**src/rtl/tape_player.sv**
```systemverilog
// Cassette playback source: streams an image from memory as MSB-first Manchester symbols
// on tapeout, with a one-byte prefetch buffer so consecutive bytes play back to back.
module tape_player #(
    parameter int HALF_BIT = 4224,
    parameter int AW       = 20
) (
    input  logic          clk_sys,
    input  logic          reset,
    input  logic          start,
    input  logic          stop,
    input  logic [AW-1:0] img_size,
    output logic          rd_req,
    output logic [AW-1:0] rd_addr,
    input  logic          rd_ack,
    input  logic [7:0]    rd_data,
    output logic          tapeout,
    output logic          busy,
    output logic          done
);

    localparam int HW = (HALF_BIT > 2) ? $clog2(HALF_BIT) : 1;
    localparam logic [HW-1:0] HC_LAST = HW'(HALF_BIT - 1);

    typedef enum logic [1:0] {IDLE, FIRST, SEND, STALL} state_t;

    state_t        state;
    logic [AW-1:0] size_r;
    logic [AW-1:0] fa;
    logic [AW-1:0] fa_inc;
    logic [7:0]    sr;
    logic [7:0]    pb;
    logic [2:0]    bc;
    logic          h;
    logic          pv;
    logic [HW-1:0] hc;
    logic          take;
    logic          more;
    logic          more_after;
    logic          eob;

    assign fa_inc     = fa + AW'(1);
    // An acknowledge only counts against an outstanding request.
    assign take       = rd_ack && rd_req;
    assign more       = fa < size_r;
    assign more_after = fa_inc < size_r;
    assign eob        = (hc == '0) && h && (bc == 3'd7);

    always_ff @(posedge clk_sys or posedge reset) begin
        if (reset) begin
            state   <= IDLE;
            size_r  <= '0;
            fa      <= '0;
            sr      <= '0;
            pb      <= '0;
            bc      <= '0;
            h       <= 1'b0;
            pv      <= 1'b0;
            hc      <= '0;
            rd_req  <= 1'b0;
            rd_addr <= '0;
            tapeout <= 1'b0;
            busy    <= 1'b0;
            done    <= 1'b0;
        end else begin
            done <= 1'b0;
            if (stop && state != IDLE) begin
                state   <= IDLE;
                busy    <= 1'b0;
                rd_req  <= 1'b0;
                tapeout <= 1'b0;
                pv      <= 1'b0;
            end else begin
                case (state)
                    IDLE: begin
                        if (start) begin
                            size_r  <= img_size;
                            fa      <= '0;
                            pv      <= 1'b0;
                            rd_addr <= '0;
                            if (img_size == '0) begin
                                done <= 1'b1;
                            end else begin
                                state  <= FIRST;
                                busy   <= 1'b1;
                                rd_req <= 1'b1;
                            end
                        end
                    end
                    FIRST, STALL: begin
                        if (take) begin
                            sr      <= rd_data;
                            bc      <= '0;
                            h       <= 1'b0;
                            hc      <= HC_LAST;
                            fa      <= fa_inc;
                            tapeout <= ~rd_data[7];
                            rd_req  <= more_after;
                            rd_addr <= fa_inc;
                            state   <= SEND;
                        end
                    end
                    SEND: begin
                        // Prefetch capture; at end of byte the ack feeds the shifter directly.
                        if (!eob && take) begin
                            pb     <= rd_data;
                            pv     <= 1'b1;
                            fa     <= fa_inc;
                            rd_req <= 1'b0;
                        end
                        if (hc != '0) begin
                            hc <= hc - HW'(1);
                        end else if (!h) begin
                            h       <= 1'b1;
                            hc      <= HC_LAST;
                            tapeout <= sr[7];
                        end else if (bc != 3'd7) begin
                            sr      <= {sr[6:0], 1'b0};
                            bc      <= bc + 3'd1;
                            h       <= 1'b0;
                            hc      <= HC_LAST;
                            tapeout <= ~sr[6];
                        end else if (pv) begin
                            sr      <= pb;
                            pv      <= 1'b0;
                            bc      <= '0;
                            h       <= 1'b0;
                            hc      <= HC_LAST;
                            tapeout <= ~pb[7];
                            rd_req  <= more;
                            rd_addr <= fa;
                        end else if (take) begin
                            sr      <= rd_data;
                            fa      <= fa_inc;
                            bc      <= '0;
                            h       <= 1'b0;
                            hc      <= HC_LAST;
                            tapeout <= ~rd_data[7];
                            rd_req  <= more_after;
                            rd_addr <= fa_inc;
                        end else if (!more) begin
                            state   <= IDLE;
                            busy    <= 1'b0;
                            done    <= 1'b1;
                            tapeout <= 1'b0;
                            rd_req  <= 1'b0;
                        end else begin
                            state <= STALL;
                        end
                    end
                    default: state <= IDLE;
                endcase
            end
        end
    end

endmodule

```
**config.mk**
```make
export PLATFORM = sky130hd
export DESIGN_NAME = tape_player
export DESIGN_NICKNAME = d
export VERILOG_FILES = /design/src/rtl/tape_player.sv
export SDC_FILE = /design/constraint.sdc
export NUM_CORES = 1
export LEC_CHECK = 0
export ABC_AREA = 1
export ABC_CLOCK_PERIOD_IN_PS = 4400
export CAP_MARGIN = 40
export CELL_PAD_IN_SITES_DETAIL_PLACEMENT = 0
export CELL_PAD_IN_SITES_GLOBAL_PLACEMENT = 2
export CORE_MARGIN = 4
export CORE_UTILIZATION = 30
export DETAILED_ROUTE_END_ITERATION = 10
export PLACE_DENSITY = 0.7
export SETUP_SLACK_MARGIN = 0.5
export SYNTH_ARGS = -nofsm -noshare
export SYNTH_HDL_FRONTEND = slang
export SYNTH_SLANG_ARGS = --single-unit
```
**constraint.sdc**
```tcl
create_clock -name clk_sys -period 4.4 [get_ports clk_sys]
set_clock_uncertainty 0.2 [all_clocks]
set_input_delay 0.88 -clock clk_sys [delete_from_list [all_inputs] [get_ports clk_sys]]
set_output_delay 0.88 -clock clk_sys [all_outputs]
set_load 0.03 [all_outputs]
```
==> flow_metrics.tcl <==
set metrics [dict create \
    post-route-util_pct 36.0 \
    synthCells 970 \
    grt_max_degree 55 \
    ys_seq_area_share_pct 35.6 \
    synth_warnings 0 \
    pwr_density_cell_mw_per_mm2 603 \
    holdWs_ps 279 \
    cts.clk_slew.worst_paths_ps 80 \
    grtUsageTotal_pct 17.9 \
    final_cell_mix "237 x nand2_1, 133 x inv_1, 100 x dfrtp_1" \
    path_cells "inv_1 > nor3_2 > nand2_4 > nor2_4 > nand2_4 > nor2_2 > nand3_1 > nand2_1 > inv_1 > ha_1 > nand4_1 > nand3b_1 > nor2_1 > nand2_1 > nand3_1 > inv_1 > nand2_1 > nand3_1 > nand2_1 > nand2_1" \
    crit_end "rd_req" \
    drv_slew 0 \
    routabilityCongestion 0.863 \
    drt_iter0_markers 420 \
    slew_headroom_pct 46.7 \
    clock_latency_ps 360 \
    core_area_mm2 0.0228 \
    cts_root_buf "clkbuf_16" \
    path_common_cell "nand2_1" \
    viasPerCell 4.74 \
    dp_cells 1322 \
    start_util_pct 30.7 \
    fin_tns_setup_ps 0 \
    ys_seq_elements 100 \
    via_count 6346 \
    max_freq_ghz 0.301 \
    r2r_start "fa[4]" \
    num_rows 55 \
    synth.top_cell.area_share_pct 35.6 \
    end_kind "flip-flop" \
    ys_types 52 \
    netlist_top_cells_area "dfrtp_1 36%, nand2_1 13%, ha_1 7.5%, inv_1 7.2%, o21ai_0 6.1%" \
    drt_wl_total_um 22600 \
    cts_num_sinks 100 \
    status "finished clean" \
    die_h_um 161 \
    synth_enable_flop_cells 0 \
    cts_tree "built" \
    port_buffers 56 \
    worstMarginPinSlew_ps 798 \
    dp_hpwl_um 17100 \
    cts_buffers 9 \
    period_needed_ps 3330 \
    crit_family "simple AND/OR/NAND/NOR gates" \
    drtPass1Iterations 4 \
    synth.avg_cell_area_um2 7.24 \
    final_common_cell "nand2_1" \
    n_antenna_cell 0 \
    setup_violations 0 \
    cts-resized-gates 0 \
    n_fill_cell 2559 \
    hold_class "reg -> reg" \
    nets 1095 \
    grt_pass1_vias 6239 \
    slowest_delay_ps 460 \
    startpoint "fa[4]" \
    cts-hold-fix-buffers 0 \
    syn_nets 1045 \
    ioPinCount 57 \
    p_leak_nw 3.98 \
    die_w_um 161 \
    placed_cell_area_mm2 0.00794 \
    max-vdd-ir-drop_mv 0.199 \
    area_delta_synth_final_pct 17.1 \
    netlist_area_mm2 0.00702 \
    postCtsSetupBuffers 0 \
    drv_cap 0 \
    critPathMaxFanout 5 \
    clockBufferDepth 2 \
    cp.buffers_inverters 3 \
    synth_top_area_cell "dfrtp_1" \
    path_depth 20 \
    r2r_slack_ps 1070 \
    crit_required_ps 4460 \
    start_kind "flip-flop" \
    final.period_utilization_pct 75.6 \
    cts.htree.levels 3 \
    stdcell_area_mm2 0.00822 \
    fin_cells 1338 \
    drc 0 \
    hold_viol 0 \
    worstSetupPathType "reg -> reg" \
    dieArea_mm2 0.0259 \
    p_total_mw 4.96 \
    fin_ws_ps 1070 \
    post_drt_wl_per_cell_um 16.9 \
    synthArstFlopShare_pct 100 \
    gr-total-overflow 0 \
    layout-drive-gt1-share_pct 8.39 \
    grt_pass1_wl_um 36600 \
    rsz0062_at_grt "no" \
    reg2regPathDepth 20 \
    ant_nets 0 \
    worst_ep_arrival_time_ps 3390 \
    slowest_stage "dfrtp_1" \
    dp_slack_ps 1070 \
    r2r_end "rd_req" \
    synthFlopType "dfrtp_1" \
    antenna_found_initial 0 \
]
kinds of logic (layout without fill, tap and decap cells):
kind of cell             count (synthesis)  in the layout  synth area share [%]
AND/OR/NAND/NOR                        433            433                  28.7
AO/OA/AOI/OAI                          211            211                  17.4
buffers and inverters                  176            231                  9.78
flip-flops                             100            100                  35.6
adder cells (fa/ha/maj)                 42             42                  7.48
XOR/XNOR                                 8              8                 0.998
flip-flops by register name, summed over array words and instances (netlist names):
signal / flops
busy: 1
hc: 13
h: 1
size_r: 20
pv: 1
tapeout: 1
bc: 3
state: 2
pb: 8
fa: 20
rd_req: 1
sr: 8
done: 1
rd_addr: 20
Yosys cell counts, types with 10 or more instances:
| cell | instances |
|---|---|
| a21oi_1 | 58 |
| clkbuf_1 | 14 |
| dfrtp_1 | 100 |
| ha_1 | 42 |
| inv_1 | 134 |
| inv_2 | 14 |
| nand2_1 | 237 |
| nand3_1 | 59 |
| nand4_1 | 13 |
| nor2_1 | 71 |
| nor2_2 | 10 |
| o21ai_0 | 86 |
| o22ai_1 | 15 |
cell type report:
type / instances / area (µm²) / area share (%)
sequential: 100 / 2500 / 30.4
multi-input combinational: 694 / 3830 / 46.6
timing repair buffer: 66 / 648 / 7.88
clock inverter: 7 / 58.8 / 0.715
inverter: 149 / 564 / 6.86
tap: 313 / 392 / 4.76
clock buffer: 9 / 225 / 2.74
power by group:
| part | switching (mW) | internal [mW] | total (mW) |
|---|---|---|---|
| combinational | 1.77 | 0.866 | 2.63 |
| sequential | 0.268 | 1.24 | 1.51 |
| clock | 0.426 | 0.394 | 0.820 |
per-layer routing:
metal	share of wire, %	vias to the layer above	wire (µm)	global-route usage [%]
li1	-	3294	-	-
met2	44	107	10000	27.6
met5	0	-	0	0
met1	51	2933	11600	26.6
met3	3.5	12	791	2.58
met4	0.96	0	216	3.64
worst min-delay path, delay by kind of cell, from the launching register on:
family,cells,cell delay [ps]
flip-flops,1,350
AND/OR/NAND/NOR,2,90
worst min path at each step:
stage	from	end	cells after the start
5_1_grt	bc[0]	bc[0]	1
3_3_place_gp	bc[1]	bc[1]	2
4_1_cts	bc[1]	bc[1]	2
3_5_place_dp	bc[1]	bc[1]	2
2_1_floorplan	bc[1]	bc[1]	2
6_report	busy	busy	2
(Power assumes the default switching activity.)
